--- config.mk ---
export PLATFORM = sky130hd
export DESIGN_NAME = mux4_rr_arbiter_flat
export DESIGN_NICKNAME = d
export VERILOG_FILES = /design/src/rtl/mux4_rr_arbiter_if.sv /design/src/rtl/mux4_rr_arbiter.sv /design/src/flat_wrapper.sv
export SDC_FILE = /design/constraint.sdc
export NUM_CORES = 1
export LEC_CHECK = 0
export ABC_AREA = 0
export CAP_MARGIN = 0
export CORE_MARGIN = 1.5
export CORE_UTILIZATION = 40
export CTS_CLUSTER_SIZE = 25
export DETAILED_ROUTE_END_ITERATION = 7
export GPL_ROUTABILITY_DRIVEN = 0
export PLACE_DENSITY = 0.63
export SYNTH_ARGS = -nofsm -noshare
export SYNTH_HDL_FRONTEND = slang
export SYNTH_SLANG_ARGS = --single-unit
export TNS_END_PERCENT = 30
--- constraint.sdc ---
create_clock -name clk -period 3.4 [get_ports clk]
set_input_delay 0.34 -clock clk [delete_from_list [all_inputs] [get_ports clk]]
set_output_delay 0.34 -clock clk [all_outputs]
set_load 0.02 [all_outputs]
--- src/rtl/mux4_rr_arbiter_if.sv ---
// Handshake bundle between the requesters, the shared resource and the
// round-robin arbiter that steers the 4-to-1 MUX.
interface mux4_rr_arbiter_if;
  logic [3:0] req;
  logic       done;
  logic [3:0] grant;
  logic [1:0] sel;
  logic       busy;
  logic       timeout_err;

  modport master (
    output req,
    output done,
    input  grant,
    input  sel,
    input  busy,
    input  timeout_err
  );

  modport slave (
    input  req,
    input  done,
    output grant,
    output sel,
    output busy,
    output timeout_err
  );
endinterface

--- src/rtl/mux4_rr_arbiter.sv ---
// Round-robin arbiter for one shared resource behind a 4-to-1 MUX: holds a
// grant until done, aborts a stuck owner after TIMEOUT busy cycles.
module mux4_rr_arbiter #(
  parameter int TIMEOUT = 16,
  parameter int CNT_W   = 5
) (
  input  logic             clk,
  input  logic             rst_n,
  mux4_rr_arbiter_if.slave bus
);

  typedef enum logic [0:0] {
    ST_IDLE = 1'b0,
    ST_BUSY = 1'b1
  } state_t;

  localparam bit               TO_EN   = (TIMEOUT != 0);
  localparam logic [CNT_W-1:0] TO_LAST = CNT_W'(TIMEOUT - 1);

  state_t           state_r, state_nxt_s;
  logic [3:0]       grant_r, grant_nxt_s;
  logic [1:0]       sel_r, sel_nxt_s;
  logic [1:0]       last_r, last_nxt_s;
  logic [CNT_W-1:0] cnt_r, cnt_nxt_s;
  logic             busy_r, busy_nxt_s;
  logic             terr_r, terr_nxt_s;
  logic [2:0]       pick_s;
  logic             win_s;
  logic [1:0]       win_idx_s;
  logic             to_hit_s;

  // Returns {found, index}; search starts at last+1 so the previous winner ranks last.
  function automatic logic [2:0] rr_pick(input logic [3:0] r, input logic [1:0] last);
    logic [2:0] res;
    logic [1:0] idx;
    res = 3'b000;
    for (int i = 4; i >= 1; i--) begin
      idx = last + 2'(i);
      res = r[idx] ? {1'b1, idx} : res;
    end
    return res;
  endfunction

  assign pick_s    = rr_pick(bus.req, last_r);
  assign win_s     = pick_s[2];
  assign win_idx_s = pick_s[1:0];
  assign to_hit_s  = TO_EN && (cnt_r == TO_LAST);

  // State and datapath registers with synchronous active-low reset.
  always_ff @(posedge clk) begin
    if (!rst_n) begin
      state_r <= ST_IDLE;
      grant_r <= 4'b0000;
      sel_r   <= 2'd0;
      last_r  <= 2'd3;
      cnt_r   <= {CNT_W{1'b0}};
      busy_r  <= 1'b0;
      terr_r  <= 1'b0;
    end else begin
      state_r <= state_nxt_s;
      grant_r <= grant_nxt_s;
      sel_r   <= sel_nxt_s;
      last_r  <= last_nxt_s;
      cnt_r   <= cnt_nxt_s;
      busy_r  <= busy_nxt_s;
      terr_r  <= terr_nxt_s;
    end
  end

  // Next-state decision.
  always_comb begin
    state_nxt_s = state_r;
    case (state_r)
      ST_IDLE: begin
        if (win_s) begin
          state_nxt_s = ST_BUSY;
        end else begin
          state_nxt_s = ST_IDLE;
        end
      end
      ST_BUSY: begin
        if (bus.done) begin
          state_nxt_s = win_s ? ST_BUSY : ST_IDLE;
        end else if (to_hit_s) begin
          state_nxt_s = ST_IDLE;
        end else begin
          state_nxt_s = ST_BUSY;
        end
      end
      default: state_nxt_s = ST_IDLE;
    endcase
  end

  // Next values for the registered outputs; done beats a same-cycle timeout.
  always_comb begin
    grant_nxt_s = grant_r;
    sel_nxt_s   = sel_r;
    last_nxt_s  = last_r;
    cnt_nxt_s   = cnt_r;
    busy_nxt_s  = busy_r;
    terr_nxt_s  = 1'b0;
    case (state_r)
      ST_IDLE: begin
        cnt_nxt_s = {CNT_W{1'b0}};
        if (win_s) begin
          grant_nxt_s = 4'b0001 << win_idx_s;
          sel_nxt_s   = win_idx_s;
          last_nxt_s  = win_idx_s;
          busy_nxt_s  = 1'b1;
        end else begin
          grant_nxt_s = 4'b0000;
          busy_nxt_s  = 1'b0;
        end
      end
      ST_BUSY: begin
        if (bus.done) begin
          cnt_nxt_s = {CNT_W{1'b0}};
          if (win_s) begin
            grant_nxt_s = 4'b0001 << win_idx_s;
            sel_nxt_s   = win_idx_s;
            last_nxt_s  = win_idx_s;
            busy_nxt_s  = 1'b1;
          end else begin
            grant_nxt_s = 4'b0000;
            busy_nxt_s  = 1'b0;
          end
        end else if (to_hit_s) begin
          cnt_nxt_s   = {CNT_W{1'b0}};
          grant_nxt_s = 4'b0000;
          busy_nxt_s  = 1'b0;
          terr_nxt_s  = 1'b1;
        end else begin
          cnt_nxt_s = cnt_r + CNT_W'(1);
        end
      end
      default: begin
        grant_nxt_s = 4'b0000;
        busy_nxt_s  = 1'b0;
        cnt_nxt_s   = {CNT_W{1'b0}};
      end
    endcase
  end

  assign bus.grant       = grant_r;
  assign bus.sel         = sel_r;
  assign bus.busy        = busy_r;
  assign bus.timeout_err = terr_r;

endmodule

--- src/flat_wrapper.sv ---
// flat-port wrapper written by rule: the top's interface ports become plain ports
module mux4_rr_arbiter_flat 
#(
  parameter int TIMEOUT = 16,
  parameter int CNT_W   = 5
)
  (clk, rst_n, bus_req, bus_done, bus_grant, bus_sel, bus_busy, bus_timeout_err);
  mux4_rr_arbiter_if bus_i ();
  input  logic clk;
  input  logic rst_n;
  input wire logic [$bits(bus_i.req)-1:0] bus_req;
  input wire logic [$bits(bus_i.done)-1:0] bus_done;
  output wire logic [$bits(bus_i.grant)-1:0] bus_grant;
  output wire logic [$bits(bus_i.sel)-1:0] bus_sel;
  output wire logic [$bits(bus_i.busy)-1:0] bus_busy;
  output wire logic [$bits(bus_i.timeout_err)-1:0] bus_timeout_err;
  assign bus_i.req = bus_req;
  assign bus_i.done = bus_done;
  assign bus_grant = bus_i.grant;
  assign bus_sel = bus_i.sel;
  assign bus_busy = bus_i.busy;
  assign bus_timeout_err = bus_i.timeout_err;
  mux4_rr_arbiter #(.TIMEOUT(TIMEOUT), .CNT_W(CNT_W)) u_core (.clk(clk), .rst_n(rst_n), .bus(bus_i));
endmodule
# --- Word level (Yosys, flattened, before mapping) ---
# Cells that the tools add are included.
op_classes:
  n_addsub: 4
  magnitude_cmp: 4
  eq_ne: 3
  shift: 1
  n_mux: 33
  bitwise_logic: 2
  n_reduce_logical: 1
op_table:
  columns: ["operator", "count"]
  rows:
  - ["2-bit by 3-bit less-than comparator with 1-bit output (second input constant)", 4]
  - ["3-bit two-way mux", 4]
  - ["4-bit two-way mux", 3]
  - ["1-bit two-way mux", 10]
  - ["5-bit two-way mux", 2]
  - ["5-bit case mux with 2 select lines", 1]
  - ["1-bit binary-select mux with 2-bit select", 4]
  - ["2-bit two-way mux", 4]
  - ["2-bit case mux with 2 select lines", 2]
  - ["4-bit case mux with 2 select lines", 1]
  - ["5-bit by 1-bit adder with 5-bit output (second input constant)", 1]
  - ["5-bit by 4-bit == test with 1-bit output (second input constant)", 1]
  - ["2-bit adder (second input constant)", 2]
  - ["1-bit case mux with 2 select lines", 2]
  - ["1-bit by 2-bit left shift with 4-bit output (first input constant)", 1]
  - ["3-bit inequality test (second input constant)", 1]
  - ["3-bit OR reduction", 1]
  - ["2-bit by 1-bit adder with 2-bit output (second input constant)", 1]
  - ["2-bit inequality test (second input constant)", 1]
  - ["1-bit inverter", 2]
word_totals:
  ff_bits: 16
  input_bits: 7
  out_inout_bits: 8
  wordCells: 55

# --- Longest topological paths before layout ---
logic_depth:
  ltp_word: 10
  ltp_mapped: 7
  mapped_depth_nobuf: 7

# --- Least setup slack after synthesis ---
# No wires, ideal clock.
synth_path:
  kind: "register -> register"
  startpoint: "reg u_core.cnt_r[0]"
  endpoint: "reg u_core.grant_r[0], in the netlist u_core.bus.grant[0]"
  setup_ps: 84
  t_arrival_ps: 1441
  t_required_ps: 3316
  slack_ps: 1875
  path_stages_with_launch: 8
  path_buffers: 0
  synth_period_minus_slack_ps: 1525
  path_cell_list: "dfxtp_1 > ha_1 > and3_1 > ha_1 > nor3b_2 > and2_1 > nand2_1 > o31ai_2"
synth_via:
  elab_chain_cells: 2
synth_rtl:
  columns: ["item", "line_no", "text"]
  rows:
  - ["start: declaration", "mux4_rr_arbiter.sv:24", "logic [CNT_W-1:0] cnt_r, cnt_nxt_s;"]
  - ["start signal: assignment", "mux4_rr_arbiter.sv:56", "cnt_r <= {CNT_W{1'b0}};"]
  - ["start signal: assignment", "mux4_rr_arbiter.sv:64", "cnt_r <= cnt_nxt_s;"]
  - ["5-bit by 4-bit == test with 1-bit output", "mux4_rr_arbiter.sv:47", "assign to_hit_s = TO_EN && (cnt_r == TO_LAST);"]
  - ["net u_core.to_hit_s", "mux4_rr_arbiter.sv:30", "logic to_hit_s;"]
  - ["3-bit inequality test (no source line)", null, null]
  - ["end signal: assignment", "mux4_rr_arbiter.sv:61", "grant_r <= grant_nxt_s;"]
  - ["end: declaration", "mux4_rr_arbiter.sv:21", "logic [3:0] grant_r, grant_nxt_s;"]
# The timed path passes the listed nets, and every way through them passes these cells.
# A chain may end at the register's enable or synchronous reset.

# --- Worst setup path after layout ---
# Ends and elaborated chain as after synthesis.

==> metrics.md <==
| Metric | Value |
|---|---|
| Status | `complete, no violations` |
| Mapped Area | `697 um^2` |
| # fillers | `140` |
| Drt drc | `0` |
| Crit path cell chain | `ha_1 -> and3_1 -> ha_1 -> nor3b_2 -> and2_1 -> nand2_1 -> o31ai_2` |
| Ys flop type | `dfxtp_1` |
| Seq/Total Area, Yosys | `46.0%` |
| Setup tns final | `0 ns` |
| H-tree levels | `1` |
| Share of layout cells above drive strength 1 | `14.4%` |
| Critical path endpoint category | `flop` |
| DP Cell Count | `102` |
| Share of flip-flops with an asynchronous set or reset | `0%` |
| NumNets Final | `100` |
| Initial Utilization | `44.2%` |
| Wire per inst | `11.4 um` |
| Distinct cells, synth | `30` |
| Mapped Nets | `82` |
| Fin crit share | `50.0%` |
| Number of global-route vias before repair | `532` |
| Clock Tree Root | `clkbuf_4` |
| Chip Height | `44.7 um` |
| Crit path time final | `1.70 ns` |
| CP max-delay cell | `dfxtp_1` |
| Post-CTS setup buffers | `0` |
| Critical path's largest stage delay | `0.33 ns` |
| Hold_buf cts | `0` |
| CTS Buf Count | `3` |
| Final Cell Area | `890 um^2` |
| Worst-Skew Late Latency | `0.27 ns` |
| CP max FO | `5` |
| Post-CTS sizing | `0` |
| Top-area cell type share of the netlist area | `46.0%` |
| Setup-failing EPs final | `0` |
| Achievable Freq | `0.588 GHz` |
| First-pass GRT wire length | `2210 um` |
| Cell row count | `14` |
| RSZ-0062 raised after global routing | `false` |
| Post-Layout Cell Count | `106` |
| Max clock buf depth | `2` |
| Clk pin slew, worst setup/hold paths | `0.09 ns` |
| Synth Register Bits | `16` |
| Yosys top cell by area | `dfxtp_1` |
| Final HPWL DP | `956 um` |
| Rel. slew slack | `75.7%` |
| Drt initial violations | `5` |
| Port Buffers | `14` |
| WS Path Type | `flop to flop` |
| Core ar. | `0.00158 mm^2` |
| DR pass1 iterations | `2` |
| Antenna-violating nets left | `0` |
| Number of synthesized flops with an enable pin | `0` |
| Max-slew violations | `0` |
| TritonCTS clock tree | `built` |
| Synth top area cells | `dfxtp_1 (46%), nand2_1 (5.4%), nor2_1 (3.8%)` |
| CP required | `3.60 ns` |
| Static Leak | `0.354 nW` |
| Vias per cell | `5.25` |
| Cell mode on critical path | `ha_1` |
| Yosys warns | `0` |
| Total GRT Usage | `15.3%` |
| Cell Pwr Density | `458 mW/mm^2` |
| Synthesized netlist cell count | `73` |
| Total wire length | `1210 um` |
| Grt total ovfl | `0` |
| Avg Inst Size Synth | `9.55 um^2` |
| Ports | `15` |
| Final hold vios | `0` |
| Antenna violations before repair | `0` |
| Die width | `44.7 um` |
| Actual slew at the worst max-slew pin | `0.363 ns` |
| Peak VDD IR | `0.377 mV` |
| Most frequent cells in the layout | `dfxtp_1 (16), clkdlybuf4s50_1 (14), nand2_1 (10)` |
| N_diodes | `0` |
| Synth-to-Final Area Change | `27.6%` |
| CP arrival | `1.90 ns` |
| Total of max-cap violations | `0` |
| Setup Skew | `0.00410 ns` |
| Largest net degree at the start of global routing | `13` |
| Vias post-DR | `557` |
| Post-DP Area | `853 um^2` |
| Hold Crit Class | `flop to flop` |
| Die ar. | `0.00200 mm^2` |
| Most common cell after layout, fill and taps aside | `dfxtp_1` |
| Clock sinks | `16` |
| Worst Setup Start Kind | `flop` |
[per-layer routing]
metal / vias to the layer above / GRT usage [%] / share of wire, % / routed length (um)
met4: 0 / 5.45 / 2.2 / 27
met2: 15 / 21.7 / 40 / 481
met5: - / 0 / 0 / 0
li1: 287 / - / - / -
met1: 251 / 20.5 / 51 / 620
met3: 4 / 6.80 / 6.7 / 81
[flip-flops by register name, indices dropped and copies added (netlist names)]
register	flops
u_core.state_r	1
u_core.bus.grant	4
u_core.bus.sel	2
u_core.bus.timeout_err	1
u_core.last_r	2
u_core.bus.busy	1
u_core.cnt_r	5
[path summary, 6_finish.rpt]
check	startpoint	endpoint	slack (ns)	cells past startpoint
worst max register to register	u_core.cnt_r[0]	u_core.bus.grant[0]	1.70	7
worst min register to register	u_core.bus.grant[2]	u_core.bus.grant[2]	0.45	2
worst min-delay path	u_core.bus.grant[2]	u_core.bus.grant[2]	0.45	2
worst max-delay path	u_core.cnt_r[0]	u_core.bus.grant[0]	1.70	7
[through the flow]
step / setup WS (ns) / hold WS (ns) / total power (W) / utilization (%)
6_report: 1.70 / 0.451 / 0.000408 / 56.4
5_1_grt: 1.49 / 0.480 / 0.000431 / 56.4
4_1_cts: 1.67 / 0.458 / 0.000414 / 56.4
3_5_place_dp: 1.64 / 0.445 / 0.000293 / 54.1
3_3_place_gp: 1.65 / 0.434 / 0.000293 / 54.1
2_1_floorplan: 1.87 / 0.418 / 0.000261 / -
[cell families after synthesis]
| kind of cell | count (synthesis) | share of synthesized area (%) |
|---|---|---|
| xor+xnor | 2 | 2.51 |
| buf+inv | 4 | 2.15 |
| simple gates | 30 | 21.4 |
| compound gates | 18 | 23.0 |
| mux | 1 | 1.44 |
| fa+ha+maj | 2 | 3.59 |
| flops | 16 | 46.0 |
[cells in the mapped netlist, types with 2 or more instances]
| cell type | count |
|---|---|
| nor2b_1 | 2 |
| o21ai_1 | 4 |
| and3_1 | 3 |
| nand2b_1 | 2 |
| nand3_1 | 3 |
| dfxtp_1 | 16 |
| ha_1 | 2 |
| nor2_1 | 7 |
| o31ai_2 | 2 |
| inv_1 | 3 |
| nand2_1 | 10 |
[area by class of cell]
class                      instances  area, um^2  share of cell area, %
clock buffer                       4        36.3                   4.08
inverter                           3        11.3                   1.27
multi-input combinational         53         362                   40.6
sequential                        16         320                   36.0
tap                               16        20.0                   2.25
timing repair buffer              14         140                   15.8
[worst max-delay path: cells and delay by family, from the launching register on]
family | cells | cell delay [ns]
and+or+nand+nor | 4 | 0.82
AOI/OAI and AO/OA | 1 | 0.06
adders and majority gates | 2 | 0.42
DFF | 1 | 0.33
[power breakdown]
| group | leakage [nW] | internal (W) | total, W | switching [W] |
|---|---|---|---|---|
| clock network | 0.0210 | 0.0000650 | 0.000120 | 0.0000548 |
| logic | 0.202 | 0.0000386 | 0.0000796 | 0.0000410 |
| registers | 0.131 | 0.000199 | 0.000208 | 0.00000901 |
(Power assumes the default switching activity.)
